File: src/rtl/unit_output_rx.sv
`default_nettype none
// ============================================================================
//  Module   : unit_output_rx
//  Purpose  : Receives a bcrypt unit's 1-bit serial result. Sweeps the unit's
//             output_cnt bit index, samples the returned bit (after IN_DELAY
//             register stages), reassembles each 32-bit word LSB first and
//             queues up to two words for the core output arbiter.
//  Ports    : CLK, RST          clock, asynchronous active-high reset
//             word_valid        unit Ltmp holds a word to read (held to ack)
//             word_ack          one-cycle pulse, word captured
//             output_cnt [4:0]  bit index driven to the unit
//             din               unit out bit, IN_DELAY stages late
//             dout [MSB:0]      head-of-buffer word
//             dout_valid        buffer not empty
//             rd_en             pop head word (ignored when empty)
//             busy              sweep in progress (state != IDLE)
//  Revision : 1.0  initial release
// ============================================================================
module unit_output_rx #(
  parameter int MSB      = 31,
  parameter int IN_DELAY = 1
) (
  input  logic         CLK,
  input  logic         RST,
  input  logic         word_valid,
  output logic         word_ack,
  output logic [4:0]   output_cnt,
  input  logic         din,
  output logic [MSB:0] dout,
  output logic         dout_valid,
  input  logic         rd_en,
  output logic         busy
);

  // Extra cycles spent in DRAIN beyond the first (DRAIN lasts IN_DELAY-1).
  localparam logic [1:0] c_drain_init = 2'((IN_DELAY >= 2) ? (IN_DELAY - 2) : 0);

  typedef enum logic [1:0] {
    IDLE  = 2'd0,
    SHIFT = 2'd1,
    DRAIN = 2'd2,
    PUSH  = 2'd3
  } state_t;

  state_t       state_q;
  logic [4:0]   output_cnt_q;
  logic         word_ack_q;
  logic [1:0]   drain_q;
  logic [MSB:0] sh_q;
  logic         w_sample;
  logic [MSB:0] w_word;

  // FIFO storage
  logic [MSB:0] mem_q [2];
  logic         rd_ptr_q;
  logic         wr_ptr_q;
  logic [1:0]   count_q;
  logic [1:0]   count_d;
  logic         w_push;
  logic         w_pop;

  // --------------------------------------------------------------------------
  // Sample enable: SHIFT state delayed to line up with the returning bit.
  // --------------------------------------------------------------------------
  if (IN_DELAY == 0) begin : g_no_delay
    assign w_sample = (state_q == SHIFT);
  end else begin : g_delay
    logic [IN_DELAY-1:0] en_q;
    always_ff @(posedge CLK or posedge RST) begin
      if (RST) begin
        en_q <= '0;
      end else begin
        en_q[0] <= (state_q == SHIFT);
        for (int i = 1; i < IN_DELAY; i++) begin
          en_q[i] <= en_q[i-1];
        end
      end
    end
    assign w_sample = en_q[IN_DELAY-1];
  end

  always_ff @(posedge CLK or posedge RST) begin
    if (RST) begin
      sh_q <= '0;
    end else if (w_sample) begin
      sh_q <= {din, sh_q[MSB:1]};
    end
  end

  // The last bit arrives in the push cycle, so it is forwarded from din.
  assign w_word = {din, sh_q[MSB:1]};

  // --------------------------------------------------------------------------
  // Sweep FSM. word_ack_q is raised for exactly the cycle in which the final
  // sample lands; with no input delay that is the output_cnt=31 SHIFT cycle
  // and PUSH is only a one-cycle turnaround.
  // --------------------------------------------------------------------------
  always_ff @(posedge CLK or posedge RST) begin
    if (RST) begin
      state_q      <= IDLE;
      output_cnt_q <= '0;
      word_ack_q   <= 1'b0;
      drain_q      <= '0;
    end else begin
      word_ack_q <= 1'b0;
      case (state_q)
        IDLE: begin
          if (word_valid && (count_q != 2'd2)) begin
            state_q      <= SHIFT;
            output_cnt_q <= '0;
          end
        end
        SHIFT: begin
          if (output_cnt_q == 5'd31) begin
            output_cnt_q <= '0;
            if (IN_DELAY <= 1) begin
              state_q    <= PUSH;
              word_ack_q <= (IN_DELAY == 1);
            end else begin
              state_q <= DRAIN;
              drain_q <= c_drain_init;
            end
          end else begin
            output_cnt_q <= output_cnt_q + 5'd1;
            if ((IN_DELAY == 0) && (output_cnt_q == 5'd30)) begin
              word_ack_q <= 1'b1;
            end
          end
        end
        DRAIN: begin
          if (drain_q == 2'd0) begin
            state_q    <= PUSH;
            word_ack_q <= 1'b1;
          end else begin
            drain_q <= drain_q - 2'd1;
          end
        end
        PUSH: begin
          state_q <= IDLE;
        end
        default: begin
          state_q <= IDLE;
        end
      endcase
    end
  end

  // --------------------------------------------------------------------------
  // Two-entry output FIFO
  // --------------------------------------------------------------------------
  assign w_push = word_ack_q;
  assign w_pop  = rd_en && (count_q != 2'd0);

  always_comb begin
    count_d = count_q;
    case ({w_push, w_pop})
      2'b10:   count_d = count_q + 2'd1;
      2'b01:   count_d = count_q - 2'd1;
      default: count_d = count_q;
    endcase
  end

  always_ff @(posedge CLK or posedge RST) begin
    if (RST) begin
      for (int i = 0; i < 2; i++) begin
        mem_q[i] <= '0;
      end
      rd_ptr_q <= 1'b0;
      wr_ptr_q <= 1'b0;
      count_q  <= '0;
    end else begin
      if (w_push) begin
        mem_q[wr_ptr_q] <= w_word;
        wr_ptr_q        <= ~wr_ptr_q;
      end
      if (w_pop) begin
        rd_ptr_q <= ~rd_ptr_q;
      end
      count_q <= count_d;
    end
  end

  assign word_ack   = word_ack_q;
  assign output_cnt = output_cnt_q;
  assign dout       = mem_q[rd_ptr_q];
  assign dout_valid = (count_q != 2'd0);
  assign busy       = (state_q != IDLE);

endmodule
`default_nettype wire
File: config.mk
export PLATFORM = sky130hd
export DESIGN_NAME = unit_output_rx
export DESIGN_NICKNAME = d
export VERILOG_FILES = /design/src/rtl/unit_output_rx.sv
export SDC_FILE = /design/constraint.sdc
export NUM_CORES = 1
export LEC_CHECK = 0
export ABC_CLOCK_PERIOD_IN_PS = 3800
export CELL_PAD_IN_SITES_DETAIL_PLACEMENT = 1
export CELL_PAD_IN_SITES_GLOBAL_PLACEMENT = 1
export CORE_MARGIN = 3
export CORE_UTILIZATION = 48
export CTS_CLUSTER_SIZE = 24
export DETAILED_ROUTE_END_ITERATION = 8
export GPL_ROUTABILITY_DRIVEN = 0
export PLACE_DENSITY_LB_ADDON = 0.1
export SYNTH_ARGS = -nofsm -noshare
export SYNTH_HDL_FRONTEND = slang
export SYNTH_SLANG_ARGS = --single-unit
File: constraint.sdc
create_clock -name CLK -period 3.8 [get_ports CLK]
set_clock_uncertainty 0.1 [all_clocks]
set_input_delay 0.38 -clock CLK [delete_from_list [all_inputs] [get_ports CLK]]
set_output_delay 0.38 -clock CLK [all_outputs]
set_load 0.01 [all_outputs]
==> results of run 1 <==
[cell usage in the layout (no fill, tap or decap), drive strengths merged, types with 2 or more instances in the layout]
master	synthesis	layout
buf	12	6
nand2b	6	6
nor2b	3	3
inv	7	10
nor2	2	2
and3	2	2
o21ai	5	5
dfrtp	110	110
mux2	128	128
xnor2	3	3
nand2	3	3
clkbuf	2	11
clkdlybuf4s50	0	44
a32o	2	2
ha	8	8
xor2	3	3
[cell families after synthesis]
family / count (synthesis)
muxes: 129
DFF: 110
buffers and inverters: 21
and+or+nand+nor: 19
AOI/OAI and AO/OA: 11
adders and majority gates: 8
xor gates and xnor gates: 6
[metrics by stage]
stage | instances | utilization [%] | setup WS, ns | cell area, um^2 | power [mW]
5_1_grt | 485 | 58.1 | 1.31 | 5420 | 5.31
3_3_place_gp | 469 | 56.1 | 1.80 | 5230 | 4.25
2_1_floorplan | 304 | - | 0.418 | 4650 | 3.45
4_1_cts | 485 | 58.1 | 1.35 | 5420 | 5.04
6_report | 485 | 58.1 | 1.41 | 5420 | 4.95
3_5_place_dp | 469 | 56.1 | 1.77 | 5230 | 4.34
[sequential cells by signal, indices dropped and copies added (netlist names)]
| name | count |
|---|---|
| g_delay.en_q | 1 |
| wr_ptr_q | 1 |
| count_q | 2 |
| output_cnt | 5 |
| mem_q | 64 |
| state_q | 2 |
| drain_q | 2 |
| word_ack | 1 |
| rd_ptr_q | 1 |
| sh_q | 31 |
[power breakdown]
group / switching [mW] / internal (mW) / total [mW]
combinational: 0.772 / 1.37 / 2.14
clock: 0.392 / 0.281 / 0.673
sequential: 0.412 / 1.72 / 2.13
total: 1.58 / 3.37 / 4.95
[area by class of cell]
type                            count  area [um^2]  area share [%]
Tap cell                          129          161            2.98
Sequential cell                   110         2750            50.8
Clock buffer                       11          151            2.79
Inverter                            7         28.8           0.531
Timing Repair Buffer               50          485            8.96
Clock inverter                      5         38.8           0.716
Multi-Input combinational cell    173         1800            33.2
[worst min path at each step]
stage          cells after the start    endpoint       start
3_5_place_dp                       1  drain_q[0]  drain_q[0]
6_report                           1  drain_q[0]  drain_q[0]
2_1_floorplan                      1  drain_q[0]  drain_q[0]
3_3_place_gp                       1  drain_q[0]  drain_q[0]
4_1_cts                            1  drain_q[0]  drain_q[0]
5_1_grt                            1  drain_q[0]  drain_q[0]
[per-layer routing]
layer	global-route usage (%)	wire [um]	vias up
met5	0	0	-
met4	4.27	89	0
met3	4.16	233	7
met2	27.4	4090	39
met1	21.1	3790	1296
li1	-	-	1170
==> run summary, run 1 <==
The run finished with clean final reports. The final wirelength was 8200 um; the post-CTS setup repair buffer count was 0. The slowest stage of the critical path is the sky130_fd_sc_hd__clkdlybuf4s50_1 cell. The root buffer cell chosen for the clock tree is sky130_fd_sc_hd__clkbuf_8.

By area the synthesized netlist is led by sky130_fd_sc_hd__dfrtp_1, sky130_fd_sc_hd__mux2_2, sky130_fd_sc_hd__ha_1. The worst flop-to-flop path startpoint was word_ack. Entering global routing, the biggest net connects 60 pins. The clock drives 110 sinks. After synthesis, the largest family of logic cells by area is multiplexers.

The pre-antenna-repair detailed-routing pass consisted of 4 iterations. The first global-routing pass estimated 14200 um of wire. Multiplexer cells account for 31.3% of the synthesized area. The worst-case hold slack is 0.379 ns, and the worst path buffer plus inverter count is 2.

The run gives 1.80 ns as the setup slack of the most critical reg-to-reg path. When the netlist entered floorplanning its net count stood at 317. The quantity of hold-fixing buffers added after cts was 0.

The number of gates resized after cts was 0. The tools report the startpoint of the worst setup timing path as rd_ptr_q. Along the worst path, the maximum fanout reaches 19. The cell area that synthesis handed to floorplanning was 4650 um^2. In this design, the stage delay of the slowest critical-path cell is 0.48 ns. Die footprint: 10900 um^2. The post-route netlist has 43.0% of its cells at a drive strength greater than 1.

The mean instance size in the synthesized netlist was 15.3 um^2; the number of flops mapped to enable cells by yosys was 0. Via count of the first global-routing pass: 2786. The core region is 9330 um^2. The HPWL after detailed placement is 5440 um.

For the number of warning messages in the yosys log, the log shows 0. For the worst setup path, the data required time is 3.32 ns. The number of antenna violations at the first check in global routing came out at 0. The flip-flop and latch count after synthesis came out at 110.

The synthesized-area fraction occupied by ao, oa, aoi and oai cells was 1.59%. The die is 104 um wide. After layout, the worst path uses 62.9% of the clock period. The worst-margin pin slew was 0.955 ns. The type of the setup path with the least slack was reg -> out. Data on the critical path arrives at its endpoint at 1.91 ns. Traced cell by cell, the critical path runs through buf_4 -> mux2_2 -> clkdlybuf4s50_1. The most frequent cell after synthesis is sky130_fd_sc_hd__mux2_2.

After detailed routing, the number of vias per cell comes to 5.18. For this run, design rule violations remaining after detail routing come to 0. The total count of max-transition violations in the final report was 0; the depth of the most critical reg-to-reg path was 3.

For the final routed database, the setup TNS stands at 0 ns. The run gives 0 as the final hold violation count. Arithmetic-cell share of the synthesized area counting full adders, half adders and majority gates: 2.15%.

The xor-xnor portion of the synthesized cell area is 1.13%, and the instance count on the critical path is 3. From synthesis to final layout, the design area changed by 16.6%. The final layout contains 364 nets. The detailed router finished its first iteration with 48 violations. Yosys mapped the design onto 28 distinct sky130hd cell types. The kind of end point of the critical path was an output port. Summed over all layers, the global routing overflow is 0. The most used flip-flop cell after synthesis is sky130_fd_sc_hd__dfrtp_1. The H-tree depth was 3. In the final routed layout, each cell accounts on average for 16.9 um. The latest clock arrival within the worst-skew pair was 0.36 ns; the clock-pin slew on the worst setup and hold paths was 0.10 ns.

The initialized floorplan defines 35 standard-cell rows. The worst hold path belongs to the class reg -> reg. Global routing consumed, over all layers together, 16.3% of the routing resources.

Setup repair after global routing left no endpoint under its margin. Number of setup violations in the final report: 0. The run gives 0 as the number of antenna diodes. The final period demand of the worst path works out to 2.39 ns.

On the critical path the largest part of the delay comes from buffers and inverters. sky130_fd_sc_hd__dfrtp_1 takes more of the synthesized area than any other cell. The logs give 399 uV for the peak supply drop and 0 for the count of maximum capacitance violations.

The commonest cells after synthesis are sky130_fd_sc_hd__mux2_2, sky130_fd_sc_hd__dfrtp_1, sky130_fd_sc_hd__buf_2, sky130_fd_sc_hd__ha_1, sky130_fd_sc_hd__inv_1. The end of the worst register-to-register path was mem_q[13]. For this design the ratio of total power to cell area is 913 nW/um^2. The die is 104 um tall.

Input and output buffers added on the ports amount to 44. After synthesis, the largest area contributor takes up 59.2% of total cell area. Post-detailed-route count of antenna-violating nets: 0. The vias after detailed routing was 2512; the starting density of the core was 49.8%.

In this run the worst setup path terminates at dout[31]. The worst setup path is launched from a register. Of the total synthesized cell area, the portion taken by AND, OR, NAND and NOR gates is 2.53%. The run gives 304 as the number of cells produced by synthesis. The relative slew slack is 36.3%, and the highest clock rate is 418 MHz.

Of the synthesized area, sequential elements account for 59.2%. TritonCTS built the clock tree. The number of buffers on the longest clock path came out at 2. In this run the count of I/O pins placed on the die edge is 45. The analysis attributes to cell leakage a power of 2.37 nW.

Counting flops with an async set or reset pin after synthesis yields a share of 100%. The total CTS buffers came out at 9. The number of filler cells placed in the layout came out at 893.
(Power assumes the default switching activity.)
==> inputs of run 2 (changes only) <==
Settings changed: ABC_CLOCK_PERIOD_IN_PS 3800 to 2490.
Clock period 3.8 ns to 2.49 ns, I/O delays scaled along.
==> run summary, run 2 (same netlist as run 1, synthesis figures left out) <==
The tools report the total count of max-transition violations in the final report as 0 (unchanged). The longest individual stage delay on the worst path is 0.48 ns (about the same), and the final wirelength is 8210 um (+0.20%). The dominant delay contributor by cell family on the critical path is buffers and inverters. Total CTS buffers: 9 (unchanged).

The cell area reported after detailed placement was 5280 um^2 (+0.89%); the detail-routed net length per standard cell was 16.9 um (about the same). STA classifies the critical path endpoint as an output port. Number of gates resized after cts: 0 (unchanged).

The vertical die dimension is 104 um (unchanged), and the depth of the most critical reg-to-reg path is 6 (+3). The clock root buffer master is sky130_fd_sc_hd__clkbuf_8. The die width was 104 um (unchanged). The number of DRC violations after detailed routing is 0 (unchanged).

The largest individual stage delay along the critical path comes from the cell sky130_fd_sc_hd__clkdlybuf4s50_1. The final non-filler cell area was 5460 um^2 (+0.76%); the quantity of I/O buffers inserted on ports was 44 (unchanged). Compared with the post-synthesis result, the final layout area differs by 17.5%. Worst-margin pin slew: 0.583 ns (-0.373 ns). Static leakage: 2.37 nW (+0.22%). TritonCTS built the clock tree.

The number of buffers on the longest clock path is 2 (unchanged), and the number of filler cells placed in the layout is 883 (-1.1%). The signal on the critical path passes through buf_4 -> mux2_2 -> clkdlybuf4s50_1. The run gives 0 (unchanged) as the final hold violation count.

The tools report the residual overflow from global routing as 0 (unchanged). The tools report the DRC violation total after the first TritonRoute iteration as 43 (-10%). The quantity of hold-fixing buffers added after cts was 0 (unchanged); the starting density of the core was 49.8% (unchanged).

The latest clock arrival within the worst-skew pair is 0.35 ns (about the same), and the peak supply drop is 572 uV (+43%). Static timing analysis puts the maximum clock frequency at 452 MHz. The tools report the boundary pin count as 45 (unchanged).

The tools report the H-tree depth as 3 (unchanged). Setup repair after global routing left no endpoint under its margin. The number of flip-flops in the largest register is 64 (unchanged), and the setup slack of the most critical reg-to-reg path is 0.53 ns (-1.27 ns). The count of maximum capacitance violations is 0 (unchanged), and the ratio of cells with drive above 1 in the final layout is 42.9% (-0.12 points). mem_q holds more flip-flops than any other register. The clock net sink count came out at 110 (unchanged). The relative slew slack was 61.2% (+25 points); the maximum fanout encountered on the critical timing path was 17 (-2). The count of TritonRoute iterations in the first routing pass is 4 (unchanged), and the post-CTS setup repair buffer count is 0 (unchanged). The most critical setup path has its endpoint at dout[27].

The required arrival time at the worst endpoint was 2.14 ns (-1.18 ns). The number of setup violations in the final report came out at 0 (unchanged). Counting I/O delays and the setup requirement, the final critical path takes 2.21 ns. The vias after detailed routing was 2552 (+1.6%); the number of antenna diodes was 0 (unchanged). For the via count of the first global-routing pass, the log shows 2830 (+1.6%). The worst register-to-register path ends at state_q[1]. The library cell used most frequently in the layout, excluding fill and tap cells, is sky130_fd_sc_hd__mux2_2.

The flow ran to the end, and the final reports show no timing, DRC or antenna violations. The instance count on the critical path was 3 (unchanged). The number of core rows is 35 (unchanged), and the post-layout net count is 365 (+0.27%). The total power density per cell area was 1380 nW/um^2 (+52%); the clock-pin slew on the worst setup and hold paths was 0.10 ns (about the same). The startpoint identified for the worst register-to-register timing path is output_cnt[0]. The total power after layout is 7.56 mW (+53%). The tools report the post-detailed-route count of antenna-violating nets as 0 (unchanged). The run gives 1.86 ns (-0.05 ns) as the data arrival time of the worst path. Leaving out fill and tap cells, the most frequent cells in the layout are sky130_fd_sc_hd__mux2_2, sky130_fd_sc_hd__dfrtp_1, sky130_fd_sc_hd__clkdlybuf4s50_1. The HPWL after detailed placement was 5360 um (-1.4%); the via count normalized by instance count was 5.25 (+1.4%).

The type of the setup path with the least slack was reg -> out. The worst path buffer plus inverter count is 2 (unchanged). The run gives 9330 um^2 (unchanged) as the placeable core region. Accumulated negative setup slack: 0 ns (unchanged). The path class of the tightest hold or removal check is in -> async.

STA classifies the critical path startpoint as a register. Number of antenna violations at the first check in global routing: 0 (unchanged). The run gives 111 (+85%) as the pin count of the biggest net entering global routing. The final critical-path share of the clock period came out at 88.8%. The run gives 10900 um^2 (unchanged) as the die footprint. The startpoint of the worst setup timing path is rd_ptr_q. The global-route wire length before repair was 14100 um (-0.88%); the global-route usage over all layers was 16.0% (-0.36 points).
==> run 2: cell types whose count changed in the layout (fill, tap and decap cells not counted), sizes merged <==
| cell | before | now |
|---|---|---|
| clkinvlp | 1 | 3 |
| clkinv | 1 | 2 |
| buf | 6 | 7 |
| inv | 10 | 7 |
==> run 2: how the worst min path moves through the flow <==
stage | start | end | cells after the start
after detailed placement | drain_q[0] | drain_q[0] | 1
final | RST | mem_q[23] | 3
after global placement | drain_q[0] | drain_q[0] | 1
after global routing | RST | mem_q[51] | 3
after CTS | RST | mem_q[23] | 3
after floorplan | din | mem_q[31] | 1
==> run 2: metal layers <==
metal  vias up  global-route usage, %  part of all wire [%]
met5         -                      0                     0
met4         0                   5.41                   1.1
met3         8                   2.30                   1.9
met2        34                   26.7                    51
met1      1338                   21.4                    46
li1       1172                      -                     -
==> run 2: through the flow <==
| stage | hold slack, ns | worst slack [ns] | std cells | utilization [%] |
|---|---|---|---|---|
| 3_3_place_gp | 0.364 | 0.602 | 470 | 56.6 |
| 6_report | 0.313 | 0.280 | 486 | 58.6 |
| 3_5_place_dp | 0.367 | 0.550 | 470 | 56.6 |
| 5_1_grt | 0.364 | 0.206 | 486 | 58.6 |
| 4_1_cts | 0.339 | 0.244 | 486 | 58.6 |
| 2_1_floorplan | 0.299 | 0.612 | 304 | - |
==> run 2: report_power, final <==
part           switching (mW)  total, mW  leakage, nW  internal (mW)
sequential              0.589       3.22         1.33           2.63
clock                   0.586      0.989       0.0877          0.403
combinational            1.23       3.36        0.953           2.12
total                    2.41       7.56         2.37           5.15
==> run 2: worst min-delay path, delay by kind of cell <==
family   cells  cell delay, ns
buf+inv      3            0.98
==> run 2: area by class of cell <==
cell class | count | area, um^2 | area share, %
Clock buffer | 11 | 141 | 2.59
Sequential cell | 110 | 2750 | 50.4
Inverter | 7 | 30.0 | 0.550
Multi-Input combinational cell | 173 | 1800 | 33.0
Timing Repair Buffer | 51 | 531 | 9.71
Tap cell | 129 | 161 | 2.96
Clock inverter | 5 | 43.8 | 0.802
